<file path="src/rtl/mod16_seq_pkg.sv">
// mod16_seq_pkg: shared state and mode codes for the mod-16 count sequencer
package mod16_seq_pkg;
    typedef enum logic [1:0] {
        ST_IDLE = 2'b00,
        ST_RUN  = 2'b01,
        ST_HOLD = 2'b10
    } state_t;
    localparam logic MODE_ONESHOT  = 1'b0;
    localparam logic MODE_PERIODIC = 1'b1;
endpackage

</file>
<file path="src/rtl/mod16_step_counter.sv">
// mod16_step_counter: count register with enable, clear and terminal compare
module mod16_step_counter #(
    parameter int WIDTH = 4
) (
    input  logic             clk,
    input  logic             rst_n,
    input  logic             en,
    input  logic             clr,
    input  logic [WIDTH-1:0] tc,
    output logic [WIDTH-1:0] q,
    output logic             at_tc
);
    assign at_tc = q == tc;
    always_ff @(posedge clk or negedge rst_n)
        if (!rst_n) q <= '0;
        else if (clr) q <= '0;
        else if (en) q <= q + 1'b1;
endmodule

</file>
<file path="src/rtl/mod16_count_sequencer.sv">
// mod16_count_sequencer: run-control FSM, prescaler and shadow registers driving the step counter
module mod16_count_sequencer
    import mod16_seq_pkg::*;
#(
    parameter int WIDTH      = 4,
    parameter int PRESCALE_W = 4
) (
    input  logic                  clk,
    input  logic                  rst_n,
    input  logic                  start,
    input  logic                  stop,
    input  logic                  pause,
    input  logic                  mode,
    input  logic [WIDTH-1:0]      tc,
    input  logic [PRESCALE_W-1:0] prescale,
    output logic [WIDTH-1:0]      q,
    output logic                  busy,
    output logic                  done
);
    state_t                state;
    logic [WIDTH-1:0]      tc_s;
    logic [PRESCALE_W-1:0] pre_s;
    logic [PRESCALE_W-1:0] pcnt;
    logic                  mode_s;
    logic                  active, launch, tick, step, at_tc, terminal;
    assign active   = state != ST_IDLE;
    assign launch   = !active && start && !stop;
    // a HOLD edge with pause low counts like a RUN edge, so a pause costs exactly its high cycles
    assign tick     = active && !stop && !pause;
    assign step     = tick && pcnt == pre_s;
    assign terminal = step && at_tc;
    always_ff @(posedge clk or negedge rst_n)
        if (!rst_n) begin
            state  <= ST_IDLE;
            tc_s   <= '0;
            pre_s  <= '0;
            mode_s <= MODE_ONESHOT;
            pcnt   <= '0;
            busy   <= 1'b0;
            done   <= 1'b0;
        end else begin
            done <= terminal;
            if (launch) begin
                tc_s   <= tc;
                pre_s  <= prescale;
                mode_s <= mode;
                pcnt   <= '0;
                state  <= ST_RUN;
                busy   <= 1'b1;
            end else if (active && stop) begin
                state <= ST_IDLE;
                busy  <= 1'b0;
            end else if (active && pause) begin
                state <= ST_HOLD;
            end else if (active) begin
                state <= ST_RUN;
                pcnt  <= step ? '0 : pcnt + 1'b1;
                if (terminal && mode_s == MODE_ONESHOT) begin
                    state <= ST_IDLE;
                    busy  <= 1'b0;
                end
            end
        end
    mod16_step_counter #(.WIDTH(WIDTH)) u_cnt (
        .clk   (clk),
        .rst_n (rst_n),
        .en    (step && !at_tc),
        .clr   (launch || (terminal && mode_s == MODE_PERIODIC)),
        .tc    (tc_s),
        .q     (q),
        .at_tc (at_tc)
    );
endmodule

</file>
<file path="config.mk">
export PLATFORM = sky130hd
export DESIGN_NAME = mod16_count_sequencer
export DESIGN_NICKNAME = d
export VERILOG_FILES = /design/src/rtl/mod16_seq_pkg.sv /design/src/rtl/mod16_step_counter.sv /design/src/rtl/mod16_count_sequencer.sv
export SDC_FILE = /design/constraint.sdc
export NUM_CORES = 1
export LEC_CHECK = 0
export CORE_AREA = 2 2 55 57
export DETAILED_ROUTE_END_ITERATION = 7
export DIE_AREA = 0 0 57 59
export GPL_ROUTABILITY_DRIVEN = 0
export PLACE_DENSITY = 0.7
export SLEW_MARGIN = 20
export SYNTH_ARGS = -nofsm -noshare
export SYNTH_HDL_FRONTEND = slang
export SYNTH_SLANG_ARGS = --single-unit
</file>
<file path="constraint.sdc">
create_clock -name clk -period 1.6 [get_ports clk]
set_input_delay 0.32 -clock clk [delete_from_list [all_inputs] [get_ports clk]]
set_output_delay 0.32 -clock clk [all_outputs]
set_load 0.02 [all_outputs]
</file>
# ---- After elaboration in Yosys (flattened, before gate mapping)
# Index checks and enable logic that the tools add are counted.
dict set report totals {
  inputBits 14
  output_inout_bits 6
  elab_cells 57
  regBits 21
}
dict set report op_classes {
  mux 17
  eq_ne 5
  add_sub_neg 2
  bitwise 1
  n_reduce_logical 24
}
# operator count
set op_table {}
lappend op_table {{$mux W4} 7}
lappend op_table {{$logic_and A1 B1 Y1} 11}
lappend op_table {{$add A4 B1 Y4 const B} 2}
lappend op_table {{$eq A4 B4 Y1} 2}
lappend op_table {{$mux W2} 4}
lappend op_table {{$mux W1} 6}
lappend op_table {{$reduce_and A3 Y1} 2}
lappend op_table {{$reduce_bool A2 Y1} 3}
lappend op_table {{$reduce_bool A3 Y1} 2}
lappend op_table {{$logic_not A1 Y1} 4}
lappend op_table {{$ne A2 B2 Y1 const B} 2}
lappend op_table {{$reduce_bool A4 Y1} 1}
lappend op_table {{$ne A3 B3 Y1 const B} 1}
lappend op_table {{$logic_or A1 B1 Y1} 1}
lappend op_table {{$not A1 Y1} 1}

# ---- Logic depth before layout (Yosys ltp)
# Gate-level depths: netlist (run 1).
dict set report depth {
  word_depth 11
  depth_mapped 5
  ltp_nobuf 4
}

# ---- By module
# From an unflattened synthesis (run 1), not the netlist that was laid out.
dict set report hier_totals {
  cells_unflattened 90
  hier_area_um2 1051.0
}
# mod instances area_each_um2 cells_each seq_area_each_um2
set modules_own_cells {}
lappend modules_own_cells {mod16_count_sequencer 1 817.0 69 425.4}
lappend modules_own_cells {mod16_step_counter 1 234.0 21 100.1}

# ---- Worst setup path before layout (run 1)
# OpenSTA, ideal clock, no wires.
dict set report synth_timing {
  kind {register to register}
  startpoint {register u_cnt.q[0]}
  endpoint {register busy}
  slack_ps 207
  path_buffers 0
  stages_incl_launch_ff 5
  synth_period_minus_slack_ps 1393
  t_arrival_ps 1254
  setup_time_ps 139
  required_time_ps 1461
  cell_sequence {dfrtp_1 > xnor2_1 > nand4_1 > nor3_2 > o221ai_1}
}
dict set report synth_via {
  elab_chain_len 5
}
# item line
set synth_rtl {}
lappend synth_rtl {{start: declaration} mod16_step_counter.sv:10} ;# output logic [WIDTH-1:0] q,
lappend synth_rtl {{start signal: assignment} mod16_step_counter.sv:17} ;# else if (en) q <= q + 1'b1;
lappend synth_rtl {{$eq A4 B4 Y1} mod16_step_counter.sv:13} ;# assign at_tc = q == tc;
lappend synth_rtl {{$logic_and A1 B1 Y1} mod16_count_sequencer.sv:31} ;# assign terminal = step && at_tc;
lappend synth_rtl {{net terminal} mod16_count_sequencer.sv:25} ;# logic active, launch, tick, step, at_tc, terminal;
lappend synth_rtl {{$logic_and A1 B1 Y1} mod16_count_sequencer.sv:58} ;# if (terminal && mode_s == MODE_ONESHOT) begin
lappend synth_rtl {{$reduce_bool A3 Y1 (no line)} -}
lappend synth_rtl {{$reduce_and A3 Y1 (no line)} -}
lappend synth_rtl {{end signal: assignment} mod16_count_sequencer.sv:39} ;# busy <= 1'b0;
lappend synth_rtl {{end signal: assignment} mod16_count_sequencer.sv:49} ;# busy <= 1'b1;
lappend synth_rtl {{end signal: assignment} mod16_count_sequencer.sv:60} ;# busy <= 1'b0;
lappend synth_rtl {{end: declaration} mod16_count_sequencer.sv:17} ;# output logic busy,
# The timed path passes the listed nets, and every way through them passes these cells.
# A chain may end at the register's enable or synchronous reset.

# ---- Final worst setup path (run 1)
dict set report layout_timing {
  startpoint {register done}
  endpoint {output done}
}
# item line
set layout_rtl {}
lappend layout_rtl {{start: declaration} mod16_count_sequencer.sv:18} ;# output logic done
lappend layout_rtl {{start signal: assignment} mod16_count_sequencer.sv:42} ;# done <= terminal;
# No word-level cell between the ends.

==> impl_metrics.yaml, run 1 <==
status:
  status: "completed"
die:
  die_x_um: 57
  io_pins: 20
  start_util_pct: 39.8
  core_um2: 2710
  row_count: 19
  die-area_um2: 3360
  die_h_um: 59
layout:
  synthToLayoutAreaGrowth_pct: 29.9
  antenna_cells: 0
  finalNonFillerCells: 175
  drive_gt1_share_pct: 14.6
  finalInstanceArea_um2: 1400
  nNetsFinal: 161
worst_setup_path:
  crit_family: "buffers and inverters"
  cp_slowest_cell: "clkdlybuf4s50_1"
  critPathRequiredTime_ps: 1280
  path_max_fanout: 1
  critical_path_arrival_ps: 1230
  cp_slowest_stage_delay_ps: 590
  rr_startpoint: "pcnt[1]$_DFFE_PN0P_"
  crit_start: "done$_DFF_PN0_"
  critPathCaptureType: "output port"
  critPathLaunchType: "flip-flop"
  criticalPathCategory: "flip-flop to output port"
  critPathBufInv: 1
  crit_chain: "clkdlybuf4s50_1"
synthesis:
  yosys.area.top_type: "dfrtp_1"
  ys_warn_count: 0
  avgSynthCellArea_um2: 9.64
  synth_nets: 128
  ys_types: 30
  synth_seq_cells: 21
  netlist.area_leader.share_pct: 48.7
  syn-cell-area_um2: 1080
  synthTopCellsByArea: "dfrtp_1, nand2_1, xnor2_1"
  postSynthCellCount: 112
  ys_seq_area_share_pct: 48.7
routing:
  avgRoutedWirePerCell_um: 12.6
  drcViolationCount: 0
  vias: 890
  first_iter_violations: 10
  first_pass_iters: 4
  postRouteAntennaNets: 0
  routed_wl_um: 2210
  viasPerCell: 5.09
clock_network:
  htreeDepth: 1
  tritoncts_num_sinks: 21
  cts.clk_slew.worst_paths_ps: 130
  postCtsHoldBufs: 0
  clk_latency_ps: 310
  root_buffer: "clkbuf_4"
  cts_tree: "done"
  cts-buffers-inserted: 3
  cts_buffer_depth: 2
place:
  placed_area_um2: 1370
  dpl.hpwl_um: 1710
  portBuffers: 19
  dp_cells: 169
sta:
  fin_worst_skew_ps: 12.1
  fin_hold_ws_ps: 330
  setup_violations: 0
  fin_crit_ps: 1550
  slew_viol_final: 0
  rsz0062_at_grt: "false"
  fmax_mhz: 644
  worstMarginPinSlew_ps: 304
  final_hold_viol_count: 0
  fin_crit_sh_pct: 97.0
  relSlewSlack_pct: 79.7
hold_path:
  hp-class: "primary input to asynchronous set/reset pin"
global_routing:
  grt_pass1_vias: 862
  busiest_layer: "met2"
  grt_max_degree: 22
  met2_usage_pct: 25.1
  grt_pass1_wl_um: 3800
  antenna_found_initial: 0
  grtUsageMet1_pct: 18.7
  gr-total-overflow: 0
  gr-usage-met3_pct: 2.18
  track_usage_pct: 14.7
power:
  ir_drop_mv: 0.612
  total_power_w: 0.00131
  p_leak_nw: 0.629
  powerDensity_nw_per_um2: 937
job:
  max_cap_violations: 0
==> cells in the final DEF (no fill, tap or decap), drive strengths merged, types with 3 or more instances in the layout <==
cell type,n
a21oi,3
xnor2,10
nand4,4
nand3,4
dfrtp,21
nor3,5
buf,11
nor2,5
nand2,33
dlygate4sd2,5
clkdlybuf4s50,14
clkbuf,3
==> cell families after synthesis <==
family | Yosys count | share of synthesized area (%)
AND/OR/NAND/NOR | 61 | 29.2
flip-flops | 21 | 48.7
AO/OA/AOI/OAI | 14 | 10.1
XOR/XNOR | 10 | 8.11
buffers and inverters | 4 | 1.62
adder cells (fa/ha/maj) | 2 | 2.32
==> path summary, 6_finish.rpt <==
kind | end | slack (ps) | cells after the start
hold reg to reg | pre_s[2]$_DFFE_PN0P_ | 510 | 2
hold / removal | pre_s[1]$_DFFE_PN0P_ | 330 | 2
setup reg to reg | u_cnt.q[3]$_DFFE_PN0P_ | 100 | 4
setup / recovery | done | 50 | 1
min in group clk | pre_s[2]$_DFFE_PN0P_ | 510 | 2
max in group asynchronous | pcnt[0]$_DFFE_PN0P_ | 1050 | 2
==> final cells by class <==
class	count	area, um2
Clock buffer	3	22.5
Clock inverter	1	5.00
Fill cell	260	1310
Inverter	2	7.51
Multi-Input combinational cell	87	537
Sequential cell	21	526
Tap cell	31	38.8
Timing Repair Buffer	30	267
==> through the flow <==
step / util, % / setup slack [ps] / TNS (ps)
global route: 51.8 / 4.20 / 0
floorplan: - / 207 / 0
global placement: 50.4 / -191 / -1540
finish: 51.8 / 48.4 / 0
CTS: 51.2 / 34.2 / 0
detailed placement: 50.4 / -243 / -2170
==> report_power, final <==
group,switching (W),internal [W]
sequential,0.0000711,0.000603
combinational,0.000190,0.000187
clock,0.000171,0.0000933
==> synth_stat cells (all sizes together) <==
| master | number |
|---|---|
| o32ai | 1 |
| nor3 | 5 |
| or3 | 1 |
| nand2 | 33 |
| o21ai | 1 |
| nor2 | 5 |
| o221ai | 1 |
| and4 | 2 |
| nand3b | 1 |
| o21bai | 1 |
| dfrtp | 21 |
| o21a | 1 |
| a21oi | 3 |
| inv | 2 |
| nand4 | 4 |
| buf | 2 |
| ha | 2 |
| xnor2 | 10 |
| nor2b | 2 |
| nand2b | 2 |
| a31oi | 2 |
| nor3b | 1 |
| o211ai | 1 |
| o22ai | 2 |
| a211oi | 1 |
| nand3 | 4 |
| nor4b | 1 |
==> timing repair <==
item | in CTS | in global routing
gates resized for setup | 5 | 0
setup buffers | 0 | 2
pin swaps | 0 | 2
setup endpoints to repair | 5 | 1
==> state kept, by name, indices dropped and copies added (netlist names) <==
name / count
pcnt: 4
pre_s: 4
tc_s: 4
u_cnt.q: 4
state: 2
busy: 1
done: 1
mode_s: 1
==> metal layers <==
metal | routed length, um | part of all wire, %
met1 | 990 | 45
met2 | 1130 | 51
met3 | 80 | 3.6
met4 | 12 | 0.54
met5 | 0 | 0
Power figures use the tool's default switching activity.
==> run 2: changes to the inputs <==
--- a/config.mk
+++ b/config.mk
@@ -9,6 +9,7 @@
 export DETAILED_ROUTE_END_ITERATION = 7
 export DIE_AREA = 0 0 57 59
 export GPL_ROUTABILITY_DRIVEN = 0
+export HOLD_SLACK_MARGIN = 0.05
 export PLACE_DENSITY = 0.7
 export SLEW_MARGIN = 20
 export SYNTH_ARGS = -nofsm -noshare
==> results of run 2 <==
Same layout as run 1: the final DEF is identical, and so are final timing and power.
